$ cat src/rtl/fir_sm_fifo.sv
// rtl/fir_sm_fifo.sv - output-side AXI-Stream FWFT FIFO behind the FIR sm_* port
// Optional frame-length checker enabled by FIR_SM_FIFO_FRAME_CHECK_EN.
module fir_sm_fifo #(
    parameter int pDATA_WIDTH = 32,
    parameter int pDEPTH_LOG2 = 4,
    parameter int pAFULL      = 12
) (
    input  logic                   axis_clk,
    input  logic                   axis_rst,
    input  logic                   s_tvalid,
    input  logic [pDATA_WIDTH-1:0] s_tdata,
    input  logic                   s_tlast,
    output logic                   s_tready,
    output logic                   m_tvalid,
    output logic [pDATA_WIDTH-1:0] m_tdata,
    output logic                   m_tlast,
    input  logic                   m_tready,
    output logic [pDEPTH_LOG2:0]   level,
    output logic                   almost_full,
    output logic                   frame_done
`ifdef FIR_SM_FIFO_FRAME_CHECK_EN
    ,
    input  logic [31:0]            cfg_length,
    output logic                   len_err
`endif
);

    localparam int DEPTH = 1 << pDEPTH_LOG2;
    localparam int LW    = pDEPTH_LOG2 + 1;

    typedef logic [pDATA_WIDTH:0] word_t;

    word_t                   r_mem [DEPTH];
    logic [pDEPTH_LOG2-1:0]  r_wr_ptr;
    logic [pDEPTH_LOG2-1:0]  r_rd_ptr;
    logic [LW-1:0]           r_level;
    logic                    r_m_tvalid;
    logic [pDATA_WIDTH-1:0]  r_m_tdata;
    logic                    r_m_tlast;
    logic                    r_almost_full;
    logic                    r_frame_done;

    logic                    w_push;
    logic                    w_pop;
    logic [LW-1:0]           w_level_after_pop;
    logic [LW-1:0]           w_level_next;
    logic [pDEPTH_LOG2-1:0]  w_rd_ptr_next;
    word_t                   w_head;

    assign s_tready    = (r_level != LW'(DEPTH));
    assign m_tvalid    = r_m_tvalid;
    assign m_tdata     = r_m_tdata;
    assign m_tlast     = r_m_tlast;
    assign level       = r_level;
    assign almost_full = r_almost_full;
    assign frame_done  = r_frame_done;

    assign w_push            = s_tvalid & s_tready;
    assign w_pop             = r_m_tvalid & m_tready;
    assign w_level_after_pop = r_level - {{(LW-1){1'b0}}, w_pop};
    assign w_level_next      = w_level_after_pop + {{(LW-1){1'b0}}, w_push};
    assign w_rd_ptr_next     = r_rd_ptr + {{(pDEPTH_LOG2-1){1'b0}}, w_pop};

    // The output register mirrors the head entry; an incoming word becomes the
    // head only when the array would otherwise be empty after this edge.
    assign w_head = (w_push && (w_level_after_pop == '0)) ? {s_tlast, s_tdata}
                                                          : r_mem[w_rd_ptr_next];

    always_ff @(posedge axis_clk) begin
        if (w_push) begin
            r_mem[r_wr_ptr] <= {s_tlast, s_tdata};
        end
    end

    always_ff @(posedge axis_clk or posedge axis_rst) begin
        if (axis_rst) begin
            r_wr_ptr      <= '0;
            r_rd_ptr      <= '0;
            r_level       <= '0;
            r_m_tvalid    <= 1'b0;
            r_m_tdata     <= '0;
            r_m_tlast     <= 1'b0;
            r_almost_full <= 1'b0;
            r_frame_done  <= 1'b0;
        end else begin
            if (w_push) begin
                r_wr_ptr <= r_wr_ptr + 1'b1;
            end
            r_rd_ptr      <= w_rd_ptr_next;
            r_level       <= w_level_next;
            r_almost_full <= (w_level_next >= LW'(pAFULL));
            r_frame_done  <= w_pop & r_m_tlast;
            if (w_level_next != '0) begin
                r_m_tvalid <= 1'b1;
                r_m_tlast  <= w_head[pDATA_WIDTH];
                r_m_tdata  <= w_head[pDATA_WIDTH-1:0];
            end else begin
                r_m_tvalid <= 1'b0;
                r_m_tlast  <= 1'b0;
            end
        end
    end

`ifdef FIR_SM_FIFO_FRAME_CHECK_EN
    logic [31:0] r_beat_cnt;
    logic        r_len_err;
    logic [31:0] w_cnt_inc;

    assign w_cnt_inc = r_beat_cnt + 32'd1;
    assign len_err   = r_len_err;

    // A zero cfg_length leaves the counter running but never flags an error.
    always_ff @(posedge axis_clk or posedge axis_rst) begin
        if (axis_rst) begin
            r_beat_cnt <= '0;
            r_len_err  <= 1'b0;
        end else if (w_push) begin
            r_beat_cnt <= s_tlast ? 32'd0 : w_cnt_inc;
            if (cfg_length != 32'd0) begin
                if (s_tlast && (w_cnt_inc != cfg_length)) begin
                    r_len_err <= 1'b1;
                end
                if (!s_tlast && (w_cnt_inc == cfg_length)) begin
                    r_len_err <= 1'b1;
                end
            end
        end
    end
`endif

endmodule

$ cat config.mk
export PLATFORM = sky130hd
export DESIGN_NAME = fir_sm_fifo
export DESIGN_NICKNAME = d
export VERILOG_FILES = /design/src/rtl/fir_sm_fifo.sv
export SDC_FILE = /design/constraint.sdc
export NUM_CORES = 1
export LEC_CHECK = 0
export ABC_AREA = 1
export BUFFER_PORTS_ARGS = -buffer_cell sky130_fd_sc_hd__buf_2
export CORE_UTILIZATION = 62
export DETAILED_ROUTE_END_ITERATION = 10
export PLACE_DENSITY = 0.81
export SLEW_MARGIN = 20
export SYNTH_ARGS = -nofsm -noshare
export SYNTH_HDL_FRONTEND = slang
export SYNTH_SLANG_ARGS = --single-unit
$ cat constraint.sdc
create_clock -name axis_clk -period 3.6 [get_ports axis_clk]
set_input_delay 0.72 -clock axis_clk [delete_from_list [all_inputs] [get_ports axis_clk]]
set_output_delay 0.72 -clock axis_clk [all_outputs]
set_load 0.03 [all_outputs]
### Yosys cells after proc, flatten, opt, wreduce, memory -nomap -nowiden

Memories as Yosys holds them, arrays and structs flattened.
Cells that the tools add are included.

* register bits after elaboration: 49
* latch bits: 0
* memory bits (writable): 528
* bits in read-only memories: 0
* input port bits: 37
* logic and storage cells: 26
* memories kept: 1

* add/sub/neg operators: 4
* multiply operators: 0
* divide/modulo/power cells: 0
* $lt $le $gt $ge: 1
* equality and inequality tests: 1
* shift operators: 0
* muxes and demuxes: 5
* bitwise operators: 3
* reductions and logical operators: 3

Memories
* r_mem: words 16, width 33, read ports 1, clocked after memory_dff 0, wr ports 1, RTL line 33 `word_t r_mem [DEPTH];`

Operator list (count)
* 2-to-1 mux 33 bit: 1
* adder 5 x 1 -> 5 bit: 1
* >= comparator 5 x 4 -> 1 bit, second input constant: 1
* zero test 5 bit: 1
* != test 5 bit, second input constant: 1
* nonzero test 5 bit: 1
* subtractor 5 x 1 -> 5 bit: 1
* adder 4 x 1 -> 4 bit: 1
* adder 4 x 1 -> 4 bit, second input constant: 1
* 2-to-1 mux 1 bit: 4
* AND 1 bit: 3
* logical AND 1 bit: 1

### Longest topological paths before layout

* depth in word-level cells: 6
* mapped depth: 16

### Worst setup path after synthesis

Ideal clock, no wire load.

* path type: reg-to-reg
* start: reg r_level[2], in the netlist level[2]
* end: mem r_mem[11][0] (netlist name) (enable)
* library setup time: 423 ps
* arrival time: 2819 ps
* data required time: 3177 ps
* setup slack: 358 ps
* cell stages (with the launch flop): 7
* path buffers: 0
* period minus slack after synthesis: 3242 ps
* path through: dfrtp_1 -> nor2_1 -> nand3_1 -> nand2_1 -> clkinv_1 -> nand2_1 -> nor2_1

* cells in the longest elaborated chain, start to end: 4

RTL lines
* start, declared: RTL line 36 `logic [LW-1:0] r_level;`
* start signal, assigned: RTL line 90 `r_level <= w_level_next;`
* != test 5 bit: RTL line 50 `assign s_tready = (r_level != LW'(DEPTH));`
* via s_tready: RTL line 13 `output logic s_tready,`
* AND 1 bit: RTL line 58 `assign w_push = s_tvalid & s_tready;`
* via w_push: RTL line 43 `logic w_push;`
* 2-to-1 mux 1 bit: RTL line 70 `if (w_push) begin`
* 2-to-1 mux 1 bit (implied by the code): RTL line 71 `r_mem[r_wr_ptr] <= {s_tlast, s_tdata};`
* end, declared: RTL line 33

The timed path passes the listed nets, and every way through them passes these cells.

### Final worst setup path

* start: reg r_level[2], in the netlist level[2]
* end: reg r_m_tdata[5], in the netlist m_tdata[5]

* cells in the longest elaborated chain, start to end: 4
* elaborated cells on any way between the ends: 8
* classes of those cells: 2 x add/sub; 1 x eq/ne; 1 x mux; 1 x bitwise; 3 x reduce/logical

RTL lines
* != test 5 bit: RTL line 50
* AND 1 bit: RTL line 58
* via w_push: RTL line 43
* adder 5 x 1 -> 5 bit: RTL line 61 `assign w_level_next = w_level_after_pop + {{(LW-1){1'b0}}, w_push};`
* via w_level_next[1]: RTL line 46 `logic [LW-1:0] w_level_next;`
* nonzero test 5 bit: RTL line 93 `if (w_level_next != '0) begin`
* end signal, assigned: RTL line 96 `r_m_tdata <= w_head[pDATA_WIDTH-1:0];`
* end, declared: RTL line 38 `logic [pDATA_WIDTH-1:0] r_m_tdata;`

The timed path passes the listed nets, and every way through them passes these cells.
A chain may end at the register's enable or synchronous reset.

==> metrics.md <==
| Metric | Value |
|---|---|
| Status | finished, final reports clean |
| Worst setup EP type | register |
| Max Fclk | 331 MHz |
| Hold Crit Class | in -> async |
| Dpl cells | 2,574 |
| Clock Tree Buf Depth | 3 |
| Die height | 197 um |
| Critical path origin | level[2] |
| Sink Count | 577 |
| H-tree levels | 2 |
| Final cell count without fillers | 2,681 |
| Area Overhead vs Synth | 13.1% |
| Commonest non-fill, non-tap cell in the layout | nand2_1 |
| Period minus WS final | 3020 ps |
| Detailed Route WL | 58,200 um |
| CORE AREA | 37,500 sq um |
| Relative slew slack | 38.2% |
| Setup slack, reg-to-reg | 580 ps |
| Flops & latches, synth | 577 |
| Final max-slew violation count | 0 |
| Final worst slack | 580 ps |
| Type of the worst setup path | reg -> reg |
| Met2 WL post-DR | 28,400 um |
| 1st-pass router iterations | 6 |
| DIE AREA | 38,800 sq um |
| TNS Setup | 0 ps |
| Leakage | 10.2 nW |
| Routed Antenna Nets | 0 |
| Clock Skew | 30.5 ps |
| Final GP Congestion | 0.804 |
| CTS buffer count | 55 |
| Final HPWL DP | 30,500 um |
| FF-to-FF Start | level[2] |
| Critical Path RT | 4160 ps |
| Syn Area/Cell | 11.4 sq um |
| Die X | 197 um |
| Num rows | 71 |
| Nets | 2,167 |
| Post-synthesis sequential area ratio | 72.5% |
| Fin. Hold Viols | 0 |
| Drt drc | 0 |
| Synth area leader | edfxtp_1 |
| Pre-CTS setup slack | 452 ps |
| Layout cell share with drive strength beyond 1 | 11.1% |
| All-Layer GR Usage | 30.8% |
| Most frequent cells in the layout | nand2_1 (788), edfxtp_1 (528), nand3_1 (469) |
| Distinct cells, synth | 24 |
| Via-to-Cell Ratio | 6.04 |
| CTS tree | yes |
| Period utilization | 83.9% |
| RSZ-0062 raised after global routing | no |
| Initial antenna violation count | 3 |
| Synth warn | 0 |
| # fillers | 2,461 |
| Tightest Pin Transition | 927 ps |
| Remaining global-route overflow | 0 |
| Via count | 16,200 |
| VDD IR max | 0.795 mV |
| Starting Density | 62.8% |
| Core Util, Final | 71.1% |
| Post-Syn Nets | 2,109 |
| Pwr dens | 985 nW/um^2 |
| Top post-synthesis cells by area | edfxtp_1 (67%), nand2_1 (13%), nand3_1 (10%), dfrtp_1 (5.2%), buf_2 (1.9%) |
| WL met1 | 21,600 um |
| Pwr Total | 26.2 mW |
| Vias in the first global route | 15,800 |
| Clk root buf | clkbuf_16 |
| CP startpoint kind | register |
| Area share of the largest cell type after synthesis | 67.3% |
| PortBufs | 78 |
| Syn Std Cell Area | 23,600 sq um |
| Setup Buffers After CTS | 0 |
| Hold buffer count at CTS | 0 |
| CTS clock-pin slew for the worst setup and hold paths | 60 ps |
| Max Cap Violations | 0 |
| Post-CTS Resized | 0 |
| Number of I/O pins | 79 |
| Max FO, Critical Path | 32 |
| Top sig layer | met4 |
| Post-Syn Instances | 2,062 |
| Worst-Skew Late Latency | 630 ps |
| Final Setup Violations | 0 |
| Largest net degree at the start of global routing | 165 |
| Routed len/inst | 21.7 um |
| Met3 Wirelength | 6530 um |
| Arrival @ worst endpoint | 3580 ps |
| First-pass GRT wire length | 89,000 um |
| Detailed Route Iter0 Violations | 2,398 |
-- cell type report --
cell class	instances	area [sq um]	area share (%)
clock buffers	71	1530	5.73
clock inverters	33	360	1.35
well taps	511	639	2.40
multi-input cells	1310	5810	21.8
diodes	3	7.51	0.0282
repair buffers	120	1010	3.77
inverters	56	220	0.826
flip-flops and latches	577	17100	64.1
-- where the power goes --
part	switching, mW	internal, mW
clock	2.49	3.44
combinational	8.17	3.47
sequential	0.407	8.26
total	11.1	15.2
-- critical path: stages (launching register included) --
cell and delay [ps]:
dfrtp_1 440, nor2_1 190, nand3_1 110, nand2_1 150, clkinv_1 240, ha_1 310, ha_1 320, nor2_1 120
nand3_1 100, nor2_2 150, nand2_4 180, inv_4 420, nand2_1 120, nand2_1 110
-- final timing paths --
check | to | cells past startpoint
worst min register to register | m_tdata[3] | 2
min in group axis_clk | frame_done | 3
worst min-delay path | m_tdata[20] | 2
max in group asynchronous | m_tdata[12] | 3
worst max-delay path | m_tdata[5] | 13
worst max register to register | m_tdata[5] | 13
-- sequential cells by signal, indices dropped and copies added (netlist names) --
| name | cells |
|---|---|
| r_mem | 528 |
| m_tdata | 32 |
| level | 5 |
| r_rd_ptr | 4 |
| r_wr_ptr | 4 |
| almost_full | 1 |
| frame_done | 1 |
| m_tlast | 1 |
| m_tvalid | 1 |
-- cells in the mapped netlist (all sizes together) --
| cell type | n |
|---|---|
| inv | 55 |
| clkbuf | 17 |
| dfrtp | 49 |
| xor2 | 3 |
| nand2 | 794 |
| nand3 | 469 |
| ha | 10 |
| nor2 | 27 |
| xnor2 | 1 |
| buf | 102 |
| nand4 | 1 |
| o21ai | 2 |
| edfxtp | 528 |
| a21oi | 1 |
| nand3b | 2 |
| clkinv | 1 |
-- kinds of logic after synthesis --
logic type | count (synthesis) | synth area share [%]
adders and majority gates | 10 | 0.531
xor gates and xnor gates | 4 | 0.181
AOI/OAI and AO/OA | 3 | 0.0637
buffers and inverters | 175 | 3.51
DFF | 577 | 72.5
and+or+nand+nor | 1293 | 23.2
-- stage by stage --
step                hold slack (ps)  instance area [sq um]
CTS                             253                  26600
global route                    278                  26700
floorplan                       495                  23600
global placement                475                  24800
finish                          249                  26700
detailed placement              471                  24800
-- layer usage --
layer | track usage (%) | up-vias
li1 | - | 7235
met4 | 12.3 | 0
met2 | 50.2 | 1087
met1 | 41.5 | 7736
met5 | 0 | -
met3 | 5.56 | 142
No activity file was read; power rests on OpenSTA's default activity.
